### src/rtl/mips32_prog_loader.sv
// Boot-time loader: takes a byte-serial framed program image, writes big-endian
// 32-bit words into core memory, verifies the checksum, then releases the core.
module mips32_prog_loader #(
  parameter int          ADDR_W    = 10,
  parameter int          BASE_ADDR = 0,
  parameter int          MAX_WORDS = 1024,
  parameter logic [7:0]  SYNC_BYTE = 8'hA5
) (
  input  logic              clk1,
  input  logic              rst,
  input  logic [7:0]        in_data,
  input  logic              in_valid,
  output logic              in_ready,
  output logic              mem_we,
  output logic [ADDR_W-1:0] mem_addr,
  output logic [31:0]       mem_wdata,
  output logic              cpu_hold,
  output logic              cpu_start,
  output logic              busy,
  output logic              done,
  output logic [1:0]        err
);

  typedef enum logic [2:0] {
    S_IDLE, S_CNT_HI, S_CNT_LO, S_DATA, S_WRITE, S_CSUM, S_START
  } state_t;

  state_t              state_q, state_d;
  logic [15:0]         cnt_q, cnt_d;
  logic [15:0]         widx_q, widx_d;
  logic [1:0]          bidx_q, bidx_d;
  logic [7:0]          sum_q, sum_d;
  logic [31:0]         word_q, word_d;
  logic [ADDR_W-1:0]   addr_q, addr_d;
  logic [31:0]         wdata_q, wdata_d;
  logic                hold_q, hold_d;
  logic                busy_q, busy_d;
  logic                done_q, done_d;
  logic [1:0]          err_q, err_d;

  logic                xfer;
  logic [15:0]         cnt_full;
  logic [15:0]         widx_inc;

  assign in_ready  = (state_q != S_WRITE) && (state_q != S_START);
  assign xfer      = in_valid && in_ready;
  assign cnt_full  = {cnt_q[15:8], in_data};
  assign widx_inc  = widx_q + 16'd1;

  assign mem_we    = (state_q == S_WRITE);
  assign cpu_start = (state_q == S_START);
  assign mem_addr  = addr_q;
  assign mem_wdata = wdata_q;
  assign cpu_hold  = hold_q;
  assign busy      = busy_q;
  assign done      = done_q;
  assign err       = err_q;

  always_comb begin
    state_d = state_q;
    cnt_d   = cnt_q;
    widx_d  = widx_q;
    bidx_d  = bidx_q;
    sum_d   = sum_q;
    word_d  = word_q;
    addr_d  = addr_q;
    wdata_d = wdata_q;
    hold_d  = hold_q;
    busy_d  = busy_q;
    done_d  = done_q;
    err_d   = err_q;
    case (state_q)
      S_IDLE: begin
        if (xfer && (in_data == SYNC_BYTE)) begin
          state_d = S_CNT_HI;
          busy_d  = 1'b1;
          hold_d  = 1'b1;
          done_d  = 1'b0;
          err_d   = 2'b00;
          sum_d   = 8'h00;
        end
      end
      S_CNT_HI: begin
        if (xfer) begin
          cnt_d   = {in_data, 8'h00};
          state_d = S_CNT_LO;
        end
      end
      S_CNT_LO: begin
        if (xfer) begin
          cnt_d  = cnt_full;
          widx_d = 16'd0;
          bidx_d = 2'd0;
          if (32'(cnt_full) > 32'(MAX_WORDS)) begin
            err_d   = 2'b10;
            busy_d  = 1'b0;
            state_d = S_IDLE;
          end else if (cnt_full == 16'd0) begin
            state_d = S_CSUM;
          end else begin
            state_d = S_DATA;
          end
        end
      end
      S_DATA: begin
        if (xfer) begin
          word_d = {word_q[23:0], in_data};
          sum_d  = sum_q + in_data;
          bidx_d = bidx_q + 2'd1;
          if (bidx_q == 2'd3) begin
            // Address/data registers hold their value once the strobe drops.
            addr_d  = ADDR_W'(32'(BASE_ADDR) + 32'(widx_q));
            wdata_d = {word_q[23:0], in_data};
            state_d = S_WRITE;
          end
        end
      end
      S_WRITE: begin
        widx_d  = widx_inc;
        state_d = (widx_inc == cnt_q) ? S_CSUM : S_DATA;
      end
      S_CSUM: begin
        if (xfer) begin
          busy_d = 1'b0;
          if (in_data == sum_q) begin
            hold_d  = 1'b0;
            done_d  = 1'b1;
            state_d = S_START;
          end else begin
            hold_d  = 1'b1;
            err_d   = 2'b01;
            state_d = S_IDLE;
          end
        end
      end
      S_START: state_d = S_IDLE;
      default: state_d = S_IDLE;
    endcase
  end

  always_ff @(posedge clk1 or posedge rst) begin
    if (rst) begin
      state_q <= S_IDLE;
      cnt_q   <= '0;
      widx_q  <= '0;
      bidx_q  <= '0;
      sum_q   <= '0;
      word_q  <= '0;
      addr_q  <= '0;
      wdata_q <= '0;
      hold_q  <= 1'b1;
      busy_q  <= 1'b0;
      done_q  <= 1'b0;
      err_q   <= 2'b00;
    end else begin
      state_q <= state_d;
      cnt_q   <= cnt_d;
      widx_q  <= widx_d;
      bidx_q  <= bidx_d;
      sum_q   <= sum_d;
      word_q  <= word_d;
      addr_q  <= addr_d;
      wdata_q <= wdata_d;
      hold_q  <= hold_d;
      busy_q  <= busy_d;
      done_q  <= done_d;
      err_q   <= err_d;
    end
  end

endmodule

### config.mk
export PLATFORM = sky130hd
export DESIGN_NAME = mips32_prog_loader
export DESIGN_NICKNAME = d
export VERILOG_FILES = /design/src/rtl/mips32_prog_loader.sv
export SDC_FILE = /design/constraint.sdc
export NUM_CORES = 1
export LEC_CHECK = 0
export CAP_MARGIN = 20
export CELL_PAD_IN_SITES_DETAIL_PLACEMENT = 0
export CELL_PAD_IN_SITES_GLOBAL_PLACEMENT = 2
export CORE_ASPECT_RATIO = 0.8
export CORE_MARGIN = 2
export CORE_UTILIZATION = 38
export CTS_CLUSTER_SIZE = 10
export DETAILED_ROUTE_END_ITERATION = 8
export GPL_TIMING_DRIVEN = 0
export PLACE_DENSITY = 0.9
export SLEW_MARGIN = 20
export SYNTH_ARGS = -nofsm -noshare
export SYNTH_HDL_FRONTEND = slang
export SYNTH_SLANG_ARGS = --single-unit
### constraint.sdc
create_clock -name clk1 -period 5 [get_ports clk1]
set_clock_uncertainty 0.1 [all_clocks]
set_input_delay 0.5 -clock clk1 [delete_from_list [all_inputs] [get_ports clk1]]
set_output_delay 0.5 -clock clk1 [all_outputs]
set_load 0.02 [all_outputs]
; ---- Yosys cells after proc, flatten, opt, wreduce, memory -nomap -nowiden
; Cells that the tools add are included.
[totals]
reg_bits = 116
out_inout_bits = 50
in_bits = 11
wordCells = 102
[classes]
reduce_logical = 23
n_bitwise = 1
n_eq_ne = 21
mux = 40
add_sub_neg = 3
magnitude_cmp = 1
[ops]
columns = op, n
row1 = $pmux 16 s2, 2
row2 = $mux 16, 2
row3 = $mux 3, 10
row4 = $mux 8, 3
row5 = $ne 2x2->1 const B, 9
row6 = $pmux 3 s6, 1
row7 = $reduce_and 3->1, 6
row8 = $add 16x1->16 const B, 1
row9 = $eq 16x16->1, 1
row10 = $gt 16x11->1 const B, 1
row11 = $logic_not 16->1, 1
row12 = $pmux 8 s2, 1
row13 = $mux 2, 7
row14 = $reduce_and 6->1, 2
row15 = $reduce_bool 2->1, 5
row16 = $eq 3x3->1 const B, 3
row17 = $mux 1, 9
row18 = $add 8x8->8, 1
row19 = $eq 8x8->1, 1
row20 = $eq 8x8->1 const B, 1
row21 = $eq 3x2->1 const B, 2
row22 = $ne 3x3->1 const B, 2
row23 = $pmux 2 s3, 1
row24 = $reduce_and 5->1, 1
row25 = other kinds (12), 16

; ---- Depth between registers and ports, before layout
; Gate-level depths: netlist of the first run.
[logic_depth]
depth_word = 6
mapped_depth = 9
ltp_nobuf = 8

; ---- Least setup slack after synthesis of the first run
; No wires, ideal clock.
[synth_path]
path_type = input to register
startpoint = input port in_data[1]
endpoint = register err_q[1] (netlist: err[1])
arrival_ns = 2.260
stages = 8
required_time_ns = 4.773
setup_ns = 0.127
path_buffers = 1
slack_ns = 2.513
cell_sequence = nor4_2 > and4_1 > nand4_1 > or4_1 > buf_2 > a21o_1 > nor2_4 > mux2_1
[synth_via]
elab_chain_len = 4
elab_cells_between_ends = 8
cone_classes = order compare (1) / eq/ne (5) / reduce/logical (2)
[synth_rtl]
columns = element, line_no
row1 = from (decl), 11  ; input logic [7:0] in_data,
row2 = "parallel branches: the longest is 3 deep, another holds $gt 16x11->1", n/a
row3 = $reduce_and 6->1 (no line) *, n/a
row4 = to (signal assigned), 167  ; err_q <= err_d;
row5 = to (decl), 39  ; logic [1:0] err_q, err_d;
; Mark *: on every way between the ends.
; A chain may end at the register's enable or synchronous reset.

; ---- Worst setup path after layout of the first run
[layout_path]
startpoint = register state_q[2]
endpoint = output port mem_we
[layout_via]
elab_chain_len = 1
[layout_rtl]
columns = element, line_no
row1 = from (decl), 28  ; state_t state_q, state_d;
row2 = from (signal assigned), 156  ; state_q <= state_d;
row3 = $eq 3x3->1, 50  ; assign mem_we = (state_q == S_WRITE);
row4 = to (decl), 14  ; output logic mem_we,
; No other way between the ends.

==> impl_metrics.env, run 1 <==
export IMPL_synth_area_um2=5650
export IMPL_synth_area_leaders="dfrtp_1 51%, mux2_2 15%, o21ai_0 4.0%"
export IMPL_synth_seq_area_share_pct=51.4
export IMPL_drive_above_1_share_pct=21.9
export IMPL_drv_cap=0
export IMPL_gp_congestion=0.884
export IMPL_die_w_um=140
export IMPL_yosysMostFrequentCell="dfrtp_1"
export IMPL_antenna_found_initial=0
export IMPL_grt_max_degree=72
export IMPL_synth_cells=501
export IMPL_worstReg2RegEnd="state_q[1]"
export IMPL_powerDensity_nw_per_um2=488
export IMPL_startpoint_type="flop"
export IMPL_path_max_fanout=10
export IMPL_synth_fp_nets=522
export IMPL_area_delta_synth_final_pct=25.7
export IMPL_grt_ovfl_total=0
export IMPL_drv_slew=0
export IMPL_hold_ws_ns=0.377
export IMPL_p_leak_nw=3.21
export IMPL_cp_startpoint="state_q[2]"
export IMPL_endpoint="mem_we"
export IMPL_ys_types=64
export IMPL_critPathTopFamily="buffers and inverters"
export IMPL_grt_pass1_wl_um=22300
export IMPL_totalNegativeSetupSlack_ns=0
export IMPL_final_setup_viol_count=0
export IMPL_io_pins=61
export IMPL_placed_cell_area_um2=6500
export IMPL_cts_buffers=17
export IMPL_path_cells="clkbuf_1 > nand3_1 > clkinv_1 > clkdlybuf4s50_1"
export IMPL_rr_worst_depth=8
export IMPL_cts_resized_gates=0
export IMPL_htree_num_levels=4
export IMPL_worst_path_stages=4
export IMPL_vias_per_cell=5.37
export IMPL_postCtsSetupBuffers=0
export IMPL_hold_buffers=0
export IMPL_finish_instance_area_um2=7100
export IMPL_wl_um=13500
export IMPL_die_area_um2=15900
export IMPL_endpoint_kind="output port"
export IMPL_rsz0062_at_grt="false"
export IMPL_fin_cells=777
export IMPL_reg2reg_setup_slack_ns=2.21
export IMPL_cts_sinks=116
export IMPL_nets=601
export IMPL_synth_ff_type="dfrtp_1"
export IMPL_avgSynthCellArea_um2=11.3
export IMPL_vias=4171
export IMPL_dp_hpwl_um=9740
export IMPL_cts_root_buf="clkbuf_16"
export IMPL_place_inst=745
export IMPL_synth_edf_count=0
export IMPL_cts_tree="yes"
export IMPL_crit_arrival_ns=2.45
export IMPL_dr_pass1_iters=5
export IMPL_routedWlPerCell_um=17.4
export IMPL_finalHoldViolCount=0
export IMPL_drc=0
export IMPL_std_cell_rows=39
export IMPL_yosys_warnings=0
export IMPL_grt_usage_pct=18.2
export IMPL_coreArea_um2=14400
export IMPL_min_path_type="in2async"
export IMPL_path_buf_inv=3
export IMPL_synth_top_area_cell="dfrtp_1"
export IMPL_grt_pass1_vias=4154
export IMPL_synth_top_cell_area_share_pct=50.9
export IMPL_initial_core_util_pct=39.3
export IMPL_ir_drop_uv=309
export IMPL_port_buffers=59
export IMPL_diodes=0
export IMPL_r2r_start="widx_q[0]"
export IMPL_ys_seq_elements=116
export IMPL_clk_latency_ns=0.42
export IMPL_critical_path_class="reg2out"
export IMPL_crit_path_top_delay_cell="clkdlybuf4s50_1"
export IMPL_critPathMaxStageDelay_ns=0.66
export IMPL_drtIter0Drc=220
export IMPL_worstMarginPinSlew_ns=1.10
export IMPL_synthArstFlopShare_pct=100
export IMPL_outcome="complete, no violations"
export IMPL_fmax_mhz=328
export IMPL_critPathRequiredTime_ns=4.40
export IMPL_slew_headroom_pct=25.8
export IMPL_finalCritPeriodShare_pct=61.0
export IMPL_clk_pin_slew_ns=0.06
export IMPL_fin_crit_ns=3.05
export IMPL_die_height_um=113
export IMPL_synth_common_cells="115 x dfrtp_1, 74 x mux2_2, 49 x nand2_1, 45 x o21ai_0, 31 x nor2_1"
export IMPL_antenna_left=0
export IMPL_clk_path_buf_depth=2
## stage by stage
step / setup WS (ns) / utilization [%] / total power, mW
CTS: 1.98 / 49.3 / 3.50
global placement: -0.292 / 45.0 / 2.21
global route: 1.79 / 49.3 / 3.68
detailed placement: 1.55 / 45.2 / 2.26
floorplan: 1.33 / - / 1.98
finish: 1.95 / 49.3 / 3.46
## per-layer routing
layer	vias to the layer above	share of wire (%)	track usage [%]
met5	-	0	0
met4	0	1.4	6.53
met3	14	4.5	4.57
met2	96	44	27.1
met1	2086	50	26.0
li1	1975	-	-
## flip-flops by register name, indices dropped and copies added (netlist names), 3 cells and up
| name | flops |
|---|---|
| sum_q | 8 |
| mem_wdata | 32 |
| widx_q | 16 |
| cnt_q | 16 |
| mem_addr | 10 |
| state_q | 3 |
| word_q | 24 |
## worst reg2reg max path, cell delays in order (launching register included)
cell and delay (ns):
dfrtp_1 0.50, ha_1 0.30, nand3_2 0.26, nor4_4 0.31
nor3b_1 0.09, a2111o_1 0.37, a2111oi_2 0.32, nand4b_1 0.21
a21o_1 0.21
## final cells by class
| class | instances | area (µm²) |
|---|---|---|
| Timing Repair Buffer | 60 | 618 |
| Multi-Input combinational cell | 352 | 2590 |
| Inverter | 6 | 27.5 |
| Clock inverter | 14 | 168 |
| Buffer | 27 | 130 |
| Tap cell | 184 | 230 |
| Sequential cell | 116 | 2900 |
| Fill cell | 1255 | 7290 |
| Clock buffer | 18 | 429 |
## report_power, final
group	switching [mW]	internal (mW)	total (mW)	leakage, nW
registers	0.200	1.16	1.36	1.56
clock network	0.477	0.749	1.23	0.280
logic	0.471	0.405	0.876	1.37
## how the worst min path moves through the flow
stage	startpoint	end	slack (ns)	cells past startpoint
after floorplan	sum_q[2]	sum_q[2]	0.35	2
after detailed placement	busy	busy	0.37	2
final	rst	word_q[19]	0.38	2
after global routing	rst	word_q[19]	0.42	2
after global placement	sum_q[2]	sum_q[2]	0.36	2
after CTS	rst	word_q[19]	0.39	2
## cells in the final DEF, fill, tap and decap left out, types with 5 or more instances in the layout
cell type        count
nor2_1              31
clkbuf_16           17
buf_2                6
o31ai_1              5
nor3_1              10
nand2_1             49
a21o_1               6
o21ai_0             45
nand3_1             10
xnor2_1             19
clkdlybuf4s50_1     59
a21oi_1             11
inv_6                5
mux2_2              74
clkbuf_1            15
a22oi_1              9
xor2_1              12
ha_1                 9
dfrtp_1            115
## kinds of logic (layout without fill, tap and decap cells)
family	after synthesis	count (layout)	share of synthesized area (%)
AO/OA/AOI/OAI	99	99	11.1
XOR/XNOR	31	31	4.80
adder cells (fa/ha/maj)	10	10	2.35
buffers and inverters	33	125	2.70
flip-flops	116	116	51.4
multiplexers	75	75	14.9
AND/OR/NAND/NOR	137	137	12.7
No activity file was read; power rests on OpenSTA's default activity.
==> run 2, diff against run 1 <==
==> constraint.sdc (replaced) <==
create_clock -name clk1 -period 2.9 [get_ports clk1]
set_clock_uncertainty 0.1 [all_clocks]
set_input_delay 0.29 -clock clk1 [delete_from_list [all_inputs] [get_ports clk1]]
set_output_delay 0.29 -clock clk1 [all_outputs]
set_load 0.02 [all_outputs]
==> impl_metrics.env, run 2 (synthesis results as in run 1) <==
export IMPL_outcome="complete, no violations"
export IMPL_startpoint_type="input port"
export IMPL_endpoint_kind="flop"
export IMPL_area_delta_synth_final_pct=26.7
export IMPL_cp_startpoint="in_data[4]"
export IMPL_std_cell_rows=39
export IMPL_finish_instance_area_um2=7160
export IMPL_vias_per_cell=5.34
export IMPL_wl_um=13600
export IMPL_cts_tree="yes"
export IMPL_hold_ws_ns=0.190
export IMPL_gp_congestion=0.887
export IMPL_drv_slew=0
export IMPL_die_height_um=113
export IMPL_diodes=0
export IMPL_slew_headroom_pct=31.1
export IMPL_fin_crit_ns=2.78
export IMPL_grt_ovfl_total=0
export IMPL_crit_arrival_ns=2.97
export IMPL_cts_buffers=17
export IMPL_clk_pin_slew_ns=0.06
export IMPL_fin_util_pct=49.7
export IMPL_die_w_um=140
export IMPL_finalCritPeriodShare_pct=95.8
export IMPL_critPathTopFamily="simple AND/OR/NAND/NOR gates"
export IMPL_largest_register_ffs=32
export IMPL_drtIter0Drc=157
export IMPL_finalPower_mw=5.85
export IMPL_dr_pass1_iters=6
export IMPL_crit_path_top_delay_cell="clkdlybuf4s50_1"
export IMPL_critPathMaxStageDelay_ns=0.65
export IMPL_vias=4169
export IMPL_layout_commonest_cell="dfrtp_1"
export IMPL_clk_latency_ns=0.41
export IMPL_grt_max_degree=31
export IMPL_critPathRequiredTime_ns=3.09
export IMPL_grt_pass1_vias=4264
export IMPL_cts_sinks=116
export IMPL_path_max_fanout=7
export IMPL_die_area_um2=15900
export IMPL_antenna_found_initial=0
export IMPL_path_buf_inv=2
export IMPL_initial_core_util_pct=39.3
export IMPL_final_cell_mix="115 x dfrtp_1, 74 x mux2_2, 58 x clkdlybuf4s50_1, 49 x nand2_1, 45 x o21ai_0"
export IMPL_placed_cell_area_um2=6570
export IMPL_critical_path_class="in2reg"
export IMPL_io_pins=61
export IMPL_powerDensity_nw_per_um2=817
export IMPL_fin_cells=781
export IMPL_reg2reg_setup_slack_ns=0.14
export IMPL_drive_above_1_share_pct=22.9
export IMPL_worstReg2RegEnd="state_q[1]"
export IMPL_antenna_left=0
export IMPL_ir_drop_uv=505
export IMPL_fill_cells=1261
export IMPL_coreArea_um2=14400
export IMPL_fmax_mhz=360
export IMPL_nets=605
export IMPL_r2r_start="widx_q[0]"
export IMPL_routedWlPerCell_um=17.4
export IMPL_grt_pass1_wl_um=22800
export IMPL_grt_usage_pct=18.5
export IMPL_final_setup_viol_count=0
export IMPL_clk_path_buf_depth=2
export IMPL_path_cells="clkdlybuf4s50_1 > nor4_2 > and4_1 > nand4_1 > or4_1 > buf_2 > a21o_1 > nor2_4 > mux2_1"
export IMPL_htree_num_levels=4
export IMPL_finalHoldViolCount=0
export IMPL_p_leak_nw=3.25
export IMPL_place_inst=748
export IMPL_rr_worst_depth=8
export IMPL_port_buffers=59
export IMPL_worstMarginPinSlew_ns=1.03
export IMPL_rsz0062_at_grt="false"
export IMPL_dp_hpwl_um=9830
export IMPL_min_path_type="in2async"
export IMPL_cts_root_buf="clkbuf_16"
export IMPL_drc=0
export IMPL_drv_cap=0
## run 2: layer usage
layer	GRT usage, %	share of wire, %	vias to the layer above
met1	27.6	51	2097
met4	4.65	0.71	0
met3	4.70	4.5	7
met5	0	0	-
met2	26.9	44	84
li1	-	-	1981
## run 2: per-stage QoR
stage | worst slack, ns | TNS [ns]
finish | 0.122 | 0
floorplan | 0.525 | 0
CTS | 0.0828 | 0
detailed placement | -0.343 | -1.25
global route | 0.00578 | 0
global placement | -0.305 | -0.890
## run 2: worst max-delay path by stage
stage | end | slack (ns) | cells after the start
after global placement | err[1] | -0.31 | 9
after global routing | state_q[1] | 0.006 | 8
after CTS | state_q[1] | 0.08 | 8
final | err[1] | 0.12 | 9
after detailed placement | err[1] | -0.34 | 9
after floorplan | state_q[1] | 0.52 | 8
## run 2: what timing repair did
item	4_1_cts	5_1_grt
endpoints found under the setup margin	0	44
hold buffers	0	0
setup buffers	0	1
gates resized for setup	0	5
## run 2: worst register-to-register path, cell delays in order (launching register included)
cell	delay, ns
dfrtp_1	0.49
ha_1	0.33
nand3_4	0.18
nor4_4	0.33
nor3b_1	0.08
a2111o_1	0.36
a2111oi_2	0.34
nand4b_1	0.22
a21o_1	0.22
## run 2: layout make-up
cell class	count	area, µm²	area share (%)
Sequential cell	116	2900	40.6
Multi-Input combinational cell	352	2610	36.4
Timing Repair Buffer	64	696	9.72
Clock buffer	19	453	6.33
Tap cell	184	230	3.22
Buffer	27	131	1.83
Clock inverter	13	113	1.57
Inverter	6	26.3	0.367
## run 2: power by group
group	total (mW)	internal [mW]	switching [mW]
Clock	1.98	1.16	0.818
Sequential	2.35	2.00	0.348
Combinational	1.52	0.708	0.809
